===== config.mk =====
export PLATFORM = sky130hd
export DESIGN_NAME = vscale_ext_int_ctrl
export DESIGN_NICKNAME = d
export VERILOG_FILES = /design/src/rtl/vscale_ext_int_ctrl.sv
export SDC_FILE = /design/constraint.sdc
export NUM_CORES = 1
export LEC_CHECK = 0
export ABC_CLOCK_PERIOD_IN_PS = 2400
export CAP_MARGIN = 10
export CORE_UTILIZATION = 47
export CTS_CLUSTER_SIZE = 14
export DETAILED_ROUTE_END_ITERATION = 10
export GPL_ROUTABILITY_DRIVEN = 1
export GPL_TIMING_DRIVEN = 1
export PLACE_DENSITY_LB_ADDON = 0.3
export SYNTH_ARGS = -nofsm -noshare
export SYNTH_HDL_FRONTEND = slang
export SYNTH_SLANG_ARGS = --single-unit

===== constraint.sdc =====
create_clock -name clk -period 2.4 [get_ports clk]
set_clock_uncertainty 0.1 [all_clocks]
set_input_delay 0.72 -clock clk [delete_from_list [all_inputs] [get_ports clk]]
set_output_delay 0.72 -clock clk [all_outputs]
set_load 0.02 [all_outputs]

===== src/rtl/vscale_ext_int_ctrl.sv =====
// External interrupt controller in front of the CSR file: synchronizes raw sources,
// gates them through level/edge gateways and exposes claim/complete over a small register bus.
module vscale_ext_int_ctrl #(
  parameter int N_SRC = 8,
  parameter int XLEN  = 32
) (
  input  logic             clk,
  input  logic             reset,
  input  logic [N_SRC-1:0] irq_src,
  output logic [N_SRC-1:0] ext_interrupts,
  input  logic             bus_valid,
  input  logic [3:0]       bus_addr,
  input  logic             bus_wen,
  input  logic [XLEN-1:0]  bus_wdata,
  output logic [XLEN-1:0]  bus_rdata,
  output logic             bus_rvalid
);

  localparam logic [1:0] REG_PENDING = 2'd0;
  localparam logic [1:0] REG_ENABLE  = 2'd1;
  localparam logic [1:0] REG_EDGE    = 2'd2;
  localparam logic [1:0] REG_CLAIM   = 2'd3;

  logic [N_SRC-1:0] sync1_reg;
  logic [N_SRC-1:0] sync2_reg;
  logic [N_SRC-1:0] sync3_reg;
  logic [N_SRC-1:0] pending_reg;
  logic [N_SRC-1:0] pending_next;
  logic [N_SRC-1:0] enable_reg;
  logic [N_SRC-1:0] edge_mode_reg;
  logic [N_SRC-1:0] in_service_reg;
  logic [N_SRC-1:0] in_service_next;
  logic [XLEN-1:0]  bus_rdata_reg;
  logic             bus_rvalid_reg;

  logic [N_SRC-1:0] rise;
  logic [N_SRC-1:0] gw_set;
  logic [N_SRC-1:0] claim_onehot;
  logic [N_SRC-1:0] claim_clr;
  logic [N_SRC-1:0] comp_hit;
  logic [N_SRC-1:0] ext_int;
  logic [XLEN-1:0]  claim_id;
  logic [XLEN-1:0]  rd_mux;

  logic [1:0] reg_sel;
  logic       rd_acc;
  logic       wr_acc;
  logic       claim_rd;
  logic       comp_wr;
  logic       unused_addr_bits;

  assign reg_sel          = bus_addr[3:2];
  assign unused_addr_bits = ^bus_addr[1:0];
  assign rd_acc           = bus_valid & ~bus_wen;
  assign wr_acc           = bus_valid & bus_wen;
  assign claim_rd         = rd_acc && (reg_sel == REG_CLAIM);
  assign comp_wr          = wr_acc && (reg_sel == REG_CLAIM);
  assign claim_clr        = claim_rd ? claim_onehot : '0;

  genvar gi;
  generate
    for (gi = 0; gi < N_SRC; gi++) begin : g_src
      assign rise[gi]    = sync2_reg[gi] & ~sync3_reg[gi];
      // Level sources are held off while in service so the handler is not re-signalled.
      assign gw_set[gi]  = edge_mode_reg[gi] ? rise[gi] : (sync2_reg[gi] & ~in_service_reg[gi]);
      assign comp_hit[gi] = comp_wr && (bus_wdata == XLEN'(gi + 1)) && in_service_reg[gi];
      // A set in the same cycle as the claim clear wins.
      assign pending_next[gi]    = gw_set[gi] | (pending_reg[gi] & ~claim_clr[gi]);
      assign in_service_next[gi] = (in_service_reg[gi] | claim_clr[gi]) & ~comp_hit[gi];
      assign ext_int[gi] = pending_reg[gi] & enable_reg[gi] & ~in_service_reg[gi];
    end
  endgenerate

  // Lowest-numbered active source wins; scan downward so the last hit is the lowest.
  always_comb begin
    claim_id     = '0;
    claim_onehot = '0;
    for (int i = N_SRC - 1; i >= 0; i--) begin
      if (ext_int[i]) begin
        claim_id        = XLEN'(i + 1);
        claim_onehot    = '0;
        claim_onehot[i] = 1'b1;
      end
    end
  end

  always_comb begin
    rd_mux = '0;
    case (reg_sel)
      REG_PENDING: rd_mux = XLEN'(pending_reg);
      REG_ENABLE:  rd_mux = XLEN'(enable_reg);
      REG_EDGE:    rd_mux = XLEN'(edge_mode_reg);
      REG_CLAIM:   rd_mux = claim_id;
      default:     rd_mux = '0;
    endcase
  end

  always_ff @(posedge clk) begin
    if (reset) begin
      sync1_reg      <= '0;
      sync2_reg      <= '0;
      sync3_reg      <= '0;
      pending_reg    <= '0;
      enable_reg     <= '0;
      edge_mode_reg  <= '0;
      in_service_reg <= '0;
      bus_rdata_reg  <= '0;
      bus_rvalid_reg <= 1'b0;
    end else begin
      sync1_reg      <= irq_src;
      sync2_reg      <= sync1_reg;
      sync3_reg      <= sync2_reg;
      pending_reg    <= pending_next;
      in_service_reg <= in_service_next;
      if (wr_acc && (reg_sel == REG_ENABLE)) begin
        enable_reg <= bus_wdata[N_SRC-1:0];
      end
      if (wr_acc && (reg_sel == REG_EDGE)) begin
        edge_mode_reg <= bus_wdata[N_SRC-1:0];
      end
      bus_rvalid_reg <= rd_acc;
      if (rd_acc) begin
        bus_rdata_reg <= rd_mux;
      end
    end
  end

  assign ext_interrupts = ext_int;
  assign bus_rdata      = bus_rdata_reg;
  assign bus_rvalid     = bus_rvalid_reg;

endmodule


==> metrics.txt, run 1 <==
Final setup viols=0; Worst Hold Class=register to register; routed length per instance=14.5 um; Initial DRC Count=~190; Worst Path Arrival=2.49 ns; CTS Sinks=65; vias=2593; Post-Place Cell Area=about 3700 um^2; fmax=425 MHz; H-tree Lvls=3; Die ar.=6530 um^2; Setup Crit Path Kind=primary input to register; Remaining DRCs=0; Final Cycle Share=98.0%; largest net degree at the start of global routing=24; Final Max Tran Viols=0; height of the die=80.8 um; WL final=7250 um; Comb power frac=11.1%; via-per-instance ratio=between 5 and 6; IO buf count=62; status=finished, final reports clean; Final Cell Area=3940 um^2; sequential fraction of design power=44.7%; Syn-to-layout area delta=34.8%; clock power share=44.2%; layout cell share with drive strength beyond 1=14.2%; CTS tree=built; Crit. End Element=register; CP Data Required Time=between 2 and 3 ns; Synthesis Warnings=0; Syn Std Cell Area=2920 um^2; Crit path largest cell delay=around 0.63 ns; final estimated routing congestion in global placement=around 0.86; CTS Buf Count=9; sw power=around 580 uW; clk buf depth=2; async set-reset flop share out of synthesis=0%; Setup crit start kind=primary input; row count=28; Slew @ Worst Pin=about 0.65 ns; synthesized area per cell=a little under 9 um^2; remaining global-route overflow=0; Distinct cells, synth=43; Root Buffer=clkbuf_8; post-CTS setup buffers=0; critical path's top delay family=buffers and inverters; Final Hold Vio Count=0; Leak=between 1.5 and 2 nW; dpl hpwl=5520 um; hold_ws=about 0.34 ns; gr usage total=a little under a quarter; Top Ports=89; #FFs+latches synth=65; Post-synth top flop=dfxtp_1; post-synthesis sequential area ratio=between 40% and 50%; ant diodes=0; worst path cell trace=clkdlybuf4s50_1 > and4b_1 > buf_4 > nand4_1 > nor2b_1 > a311oi_1; Crit path buffers/inverters=2; first-pass GRT wire length=11400 um; Final Power=between 2 and 3 mW; Worst-Skew Late Latency=between 0.3 and 0.4 ns; post-route minimum period=2.35 ns; total core area=slightly below 6000 um^2; vias in the first global route=between 2k and 2.5k; nets=467; number of synthesized flops with an enable pin=0; Starting Density=around 50%; Syn Inst Count=330; First-pass DRT Iterations=4; pwr dens=roughly 640 nW/um^2; slew margin rel.=56.2%; remaining antenna violation count after routing=0; Clock transition at path regs=0.07 ns; r2r setup slk=between 0.4 and 0.5 ns; Max Cap Viol=0; CP max-delay cell=clkdlybuf4s50_1; Int Pwr=1.95 mW; worst vdd ir=417 uV; RSZ-0062 raised after global routing=false; die width=80.8 um; CP max FO=6; initial antenna violation count=0; Net Sw Frac=23.0%
==> cell type report <==
cell class | instances | area (um^2)
Fill cell | 519 | 2020
Multi-Input combinational cell | 237 | 1410
Sequential cell | 65 | 1300
Timing Repair Buffer | 94 | 846
Clock buffer | 10 | 128
Clock inverter | 6 | 115
Tap cell | 75 | 93.8
Inverter | 12 | 45.0
==> synth_stat cells (2+ instances only) <==
cell	count	area share, %
inv_1	11	1.4
nor4_1	9	1.9
buf_2	3	0.51
a211oi_1	3	0.77
nor2b_1	28	6.0
nand2_1	44	5.7
mux2i_1	8	2.7
a21oi_1	28	4.8
nor3_1	7	1.2
nand3_1	4	0.69
a22oi_1	3	0.77
a311oi_1	5	1.5
o31ai_1	2	0.51
o41ai_1	2	0.60
buf_4	27	6.9
and3_1	2	0.43
clkbuf_1	9	1.2
nand3b_1	5	1.3
nand2b_1	6	1.3
and4_1	3	0.90
a221oi_1	5	1.5
o21ai_0	7	1.2
nand3b_2	3	1.2
nand4_1	7	1.5
mux2_2	5	1.9
dfxtp_1	65	45
nor2_1	13	1.7
==> stage by stage <==
stage	setup TNS [ns]	util [%]	setup WS, ns	instances
6_report	0	66.1	0.0483	499
5_1_grt	0	66.1	0.00549	499
4_1_cts	0	66.1	0.0997	499
3_5_place_dp	-2.72	62.2	-0.227	483
3_3_place_gp	-1.91	62.2	-0.133	483
2_1_floorplan	0	-	0.377	353
==> power by group through the flow <==
stage               registers, mW  clock network (mW)  logic (mW)
floorplan                    1.16                   0       0.159
global placement             1.16                   0       0.275
detailed placement           1.16                   0       0.281
CTS                          1.13                1.15       0.282
global route                 1.14                1.20       0.307
finish                       1.13                1.12       0.281
==> final timing paths <==
path,from,endpoint,depth (start not counted)
setup / recovery,bus_addr[3],in_service_reg[2],6
hold / removal,sync1_reg[6],sync2_reg[6],1
setup reg to reg,in_service_reg[4],pending_reg[7],5
hold reg to reg,sync1_reg[6],sync2_reg[6],1
==> layer usage <==
metal	vias to the layer above	part of all wire (%)	track usage, %
met5	-	0	0
met3	7	8.0	7.53
met2	96	48	40.1
met4	0	1.2	10.7
li1	1298	-	-
met1	1192	43	27.8
==> cell usage in the layout, fill, tap and decap left out, types with 3 or more instances in the layout <==
cell,count
a211oi_1,3
a21oi_1,28
a221oi_1,5
a22oi_1,3
a311oi_1,5
and4_1,3
buf_4,32
bufinv_16,3
clkbuf_8,9
clkdlybuf4s50_1,53
conb_1,24
dfxtp_1,65
dlygate4sd2_1,8
inv_1,11
mux2_2,5
mux2i_1,8
nand2_1,44
nand2b_1,6
nand3_1,4
nand3b_1,5
nand3b_2,3
nand4_1,7
nor2_1,13
nor2b_1,28
nor3_1,7
nor4_1,9
o21ai_0,7
==> cells by family after synthesis <==
family | synth area share, %
AND/OR/NAND/NOR | 25.8
flip-flops | 44.6
AO/OA/AOI/OAI | 13.9
buffers and inverters | 10.2
multiplexers | 5.44
other | 0.128
==> repair_timing <==
item                                    CTS  global route
endpoints found under the setup margin    8             0
resized for setup                         8             0
hold buffers                              0             0
Note: power is estimated with default switching activity, not from simulation.
==> inputs of run 2 (changes only) <==
Settings changed: CORE_MARGIN from default to 4.
==> run 2 against run 1 <==
Effect of this change: register-to-register slack gained 0.07 ns; largest power group unchanged; setup slack gained 0.043 ns; die area grew 15%; power shrank 3.4%.
==> metrics.txt, run 2 (synthesis results as in run 1) <==
fin util=65.3% (was 66.1%); clk buf depth=2 (unchanged); Worst Hold Class=register to register (unchanged); fmax=433 MHz (was 425 MHz); First-pass DRT Iterations=4 (unchanged); commonest cells after routing, fill and taps aside=dfxtp_1, clkdlybuf4s50_1, nand2_1 (unchanged); CTS Buf Count=9 (unchanged); Syn-to-layout area delta=33.9% (was 34.8%); Int Pwr=1.87 mW (was 1.95 mW); first-pass GRT wire length=11100 um (was 11400 um); Worst Path Arrival=1.49 ns (was 2.49 ns); ant diodes=0 (unchanged); initial antenna violation count=0 (unchanged); layout cell share with drive strength beyond 1=13.8% (was 14.2%); pre-CTS WS=-0.168 ns (was -0.227 ns); vias in the first global route=2386 (was 2483); Starting Density=48.7% (was 49.0%); WL final=7170 um (was 7250 um); Leak=1.54 nW (was 1.56 nW); worst vdd ir=433 uV (was 417 uV); gr usage total=19.3% (was 23.9%); Worst-Skew Late Latency=0.34 ns (about the same); nets=464 (was 467); total core area=5990 um^2 (was 5960 um^2); Setup Crit Path Kind=register to output port (was primary input to register); Root Buffer=clkbuf_8 (unchanged); Max Cap Viol=0 (unchanged); post-CTS setup buffers=0 (unchanged); sw power=581 uW (was 584 uW); Initial DRC Count=108 (was 188); pwr dens=627 nW/um^2 (was 644 nW/um^2); Final Hold Vio Count=0 (unchanged); IO buf count=62 (unchanged); dpl hpwl=5490 um (was 5520 um); Final setup viols=0 (unchanged); leading cell type in the layout, fill and taps excluded=dfxtp_1 (unchanged); Die ar.=7540 um^2 (was 6530 um^2); CTS Sinks=65 (unchanged); Final Cycle Share=96.2% (was 98.0%); slew margin rel.=59.6% (was 56.2%); H-tree Lvls=3 (unchanged); Final Max Tran Viols=0 (unchanged); CP Data Required Time=1.58 ns (was 2.54 ns); routed length per instance=14.4 um (was 14.5 um); Final Power=2.45 mW (was 2.54 mW); Setup crit start kind=register (was primary input); Net Sw Frac=23.7% (was 23.0%); Crit. End Element=output port (was register); CTS tree=built (unchanged); remaining global-route overflow=0 (unchanged); Remaining DRCs=0 (unchanged); Comb power frac=11.4% (was 11.1%); remaining antenna violation count after routing=0 (unchanged); die width=86.8 um (was 80.8 um); Final Cell Area=3910 um^2 (was 3940 um^2); Top Ports=89 (unchanged); status=finished, final reports clean (unchanged); Clock transition at path regs=0.08 ns (was 0.07 ns); Fillers=503 (was 519); via-per-instance ratio=5.20 (about the same); Setup TNS Final=0 ns (unchanged); Final Worst Setup Slack=0.0909 ns (was 0.0483 ns); row count=28 (unchanged); Slew @ Worst Pin=0.601 ns (was 0.650 ns); final estimated routing congestion in global placement=0.855 (about the same); clock power share=42.4% (was 44.2%); vias=2581 (was 2593); RSZ-0062 raised after global routing=false (unchanged); Post-Place Cell Area=3690 um^2 (was 3700 um^2); height of the die=86.8 um (was 80.8 um); CP max FO=5 (was 6); post-route minimum period=2.31 ns (was 2.35 ns); sequential fraction of design power=46.3% (was 44.7%); largest net degree at the start of global routing=46 (was 24)
==> run 2: changes by cell type in the layout (fill, tap and decap cells not counted) <==
cell        change
clkinv_4        -1
clkbuf_1        -1
clkbuf_8        +1
buf_12          +1
bufinv_16       -1
buf_4           -4
clkinv_2        +1
clkinvlp_4      +1
==> run 2: routing by layer <==
layer | vias up | track usage, % | wire length (um)
met3 | 12 | 6.94 | 774
met1 | 1171 | 22.5 | 2890
li1 | 1290 | - | -
met4 | 0 | 8.22 | 162
met5 | - | 0 | 0
met2 | 108 | 31.9 | 3340
==> run 2: final timing paths <==
path	end	from	slack (ns)	cells after the start
worst min register to register	sync2_reg[1]	sync1_reg[1]	0.34	1
worst max-delay path	ext_interrupts[4]	enable_reg[4]	0.09	3
worst min-delay path	sync2_reg[1]	sync1_reg[1]	0.34	1
worst max register to register	pending_reg[7]	in_service_reg[4]	0.52	5
==> run 2: layout make-up <==
cell class                      instances  area (um^2)  area share (%)
Clock buffer                           10          138            3.52
Clock inverter                          6         88.8            2.27
Inverter                               12         45.0            1.15
Multi-Input combinational cell        237         1410            36.0
Sequential cell                        65         1300            33.3
Tap cell                               75         93.8            2.40
Timing Repair Buffer                   91          836            21.4
==> run 2: timing repair <==
| item | 4_1_cts | 5_1_grt |
|---|---|---|
| resized for setup | 8 | 0 |
| setup endpoints to repair | 8 | 0 |
| hold endpoints to repair | 0 | 0 |
| hold buffers | 0 | 0 |
==> run 2: power by group through the flow <==
stage               logic, mW  registers [mW]  clock network, mW
floorplan               0.159            1.16                  0
global placement        0.273            1.16                  0
detailed placement      0.277            1.16                  0
CTS                     0.278            1.13               1.06
global route            0.301            1.14               1.11
finish                  0.279            1.13               1.04
==> run 2: critical path, cell delays in order (launching register included) <==
cell and delay [ns]:
dfxtp_1 0.39, nand3b_1 0.20, inv_1 0.19, dlygate4sd2_1 0.35
==> run 2: metrics by stage <==
stage / cells / hold slack, ns
detailed placement: 480 / 0.326
global placement: 480 / 0.317
CTS: 496 / 0.343
finish: 496 / 0.339
global route: 496 / 0.351
floorplan: 353 / 0.314
==> inputs of run 3 (changes only) <==
Settings changed: CORE_UTILIZATION 47 to 41, SKIP_CTS_REPAIR_TIMING from default to 1.
==> run 3 against run 2 <==
Effect of this change: sequential power about the same; flip-flop and latch count did not move; non-clock buffer count grew 1; first-iteration DRC count increased by 56%; wire length rose by 4.1%; critical path depth up 2; fmax up 4.7%; largest cell class unchanged; largest power group unchanged.
==> metrics.txt, run 3 (synthesis results as in run 1) <==
status=finished, final reports clean (unchanged); H-tree Lvls=3 (unchanged); Worst Path Arrival=2.33 ns (was 1.49 ns); clk buf depth=2 (unchanged); pwr dens=620 nW/um^2 (was 627 nW/um^2); die width=92.4 um (was 86.8 um); Crit. End Element=register (was output port); Worst Reg-to-Reg Cells=6 (was 5); Final setup viols=0 (unchanged); Final Hold Vio Count=0 (unchanged); RSZ-0062 raised after global routing=false (unchanged); Hold Path Origin=sync1_reg[6] (was sync1_reg[1]); Setup TNS Final=0 ns (unchanged); final estimated routing congestion in global placement=0.831 (was 0.855); Final Power=2.46 mW (was 2.45 mW); fmax=453 MHz (was 433 MHz); Critical R2R Capture=pending_reg[7] (unchanged); layout cell share with drive strength beyond 1=14.0% (was 13.8%); WHS Path Cells=1 (unchanged); Starting Density=42.5% (was 48.7%); height of the die=92.4 um (was 86.8 um); CP max-delay cell=clkdlybuf4s50_1 (was dfxtp_1); Worst Hold Class=register to register (unchanged); Crit path largest cell delay=0.60 ns (was 0.39 ns); Top Ports=89 (unchanged); WL final=7460 um (was 7170 um); vias in the first global route=2446 (was 2386); critical path's top delay family=buffers and inverters (unchanged); ant diodes=0 (unchanged); Initial DRC Count=168 (was 108); Final Worst Setup Slack=0.194 ns (was 0.0909 ns); multi-input logic area=1410 um^2 (unchanged); Root Buffer=clkbuf_8 (unchanged); FF-to-FF Start=in_service_reg[3] (was in_service_reg[4]); CP max FO=8 (was 5); total core area=6870 um^2 (was 5990 um^2); Worst-Skew Late Latency=0.34 ns (about the same); Slew @ Worst Pin=0.626 ns (was 0.601 ns); via-per-instance ratio=5.03 (was 5.20); CTS Buf Count=9 (unchanged); row count=30 (was 28); remaining antenna violation count after routing=0 (unchanged); Die ar.=8530 um^2 (was 7540 um^2); commonest cells after routing, fill and taps aside=dfxtp_1, clkdlybuf4s50_1, nand2_1 (unchanged); Final Cycle Share=91.9% (was 96.2%); vias=2603 (was 2581); first-pass GRT wire length=11800 um (was 11100 um); post-route minimum period=2.21 ns (was 2.31 ns); dpl hpwl=5710 um (was 5490 um); Fillers=634 (was 503); IO buf count=62 (unchanged); CTS Sinks=65 (unchanged); Register Area=1300 um^2 (unchanged); Setup crit start kind=primary input (was register); Finished Layout Cells=518 (was 496); initial antenna violation count=0 (unchanged); leading cell type in the layout, fill and taps excluded=dfxtp_1 (unchanged); First-pass DRT Iterations=4 (unchanged); Final Max Tran Viols=0 (unchanged); Crit path buffers/inverters=1 (was 2); remaining global-route overflow=0 (unchanged); CP Data Required Time=2.52 ns (was 1.58 ns); hold endpoint=sync2_reg[6] (was sync2_reg[1]); Leak=1.65 nW (was 1.54 nW); worst path cell trace=clkdlybuf4s50_1 > and4b_1 > nand4_1 > o41ai_1 > a21oi_1 (was nand3b_1 > inv_1 > dlygate4sd2_1); r2r setup slk=0.40 ns (was 0.52 ns); pre-CTS WS=-0.101 ns (was -0.168 ns); routed length per instance=14.4 um (about the same); Post-Place Cells=502 (was 480); CTS tree=built (unchanged); hold_ws=0.328 ns (was 0.339 ns); Max Cap Viol=0 (unchanged); Setup crit start=bus_valid (was enable_reg[4]); Syn-to-layout area delta=35.7% (was 33.9%); nets=465 (was 464); Remaining DRCs=0 (unchanged); gr usage total=17.5% (was 19.3%); slew margin rel.=57.9% (was 59.6%); largest net degree at the start of global routing=21 (was 46); worst vdd ir=347 uV (was 433 uV); Clock transition at path regs=0.07 ns (was 0.08 ns); Setup Crit Path Kind=primary input to register (was register to output port)
run 3: changes by cell type in the layout (fill, tap and decap cells not counted), sizes merged:
cell          before  now
clkinvlp           2    1
buf               30   31
dlygate4sd2        8    0
dlymetal6s2s       0    8
clkinv             1    2
run 3: area by class of cell:
cell class	instances	share of cell area [%]
clock buffers	10	3.47
clock inverters	6	2.27
inverters	12	1.14
multi-input cells	237	35.5
flip-flops and latches	65	32.8
well taps	96	3.03
repair buffers	92	21.7
run 3: how the worst max path moves through the flow:
stage | slack, ns | endpoint | depth (start not counted)
floorplan | 0.38 | in_service_reg[6] | 7
global placement | -0.09 | in_service_reg[6] | 5
detailed placement | -0.10 | in_service_reg[2] | 6
CTS | -0.18 | ext_interrupts[4] | 3
global route | 0.09 | in_service_reg[2] | 6
finish | 0.19 | pending_reg[5] | 5
run 3: power by group:
group	leakage, nW	internal, mW	switching, mW
Sequential	0.531	1.11	0.0198
Combinational	1.01	0.140	0.139
Clock	0.113	0.616	0.429
run 3: through the flow:
stage	area (um^2)	utilization, %
after floorplan	3010	-
after CTS	3940	57.4
after global placement	3710	54.1
final	3960	57.7
after detailed placement	3710	54.1
after global routing	3960	57.7
run 3: metal layers:
layer / part of all wire (%) / global-route usage [%]
met4: 1.9 / 6.56
met1: 42 / 21.5
met5: 0 / 0
met2: 46 / 29.2
met3: 9.7 / 4.63
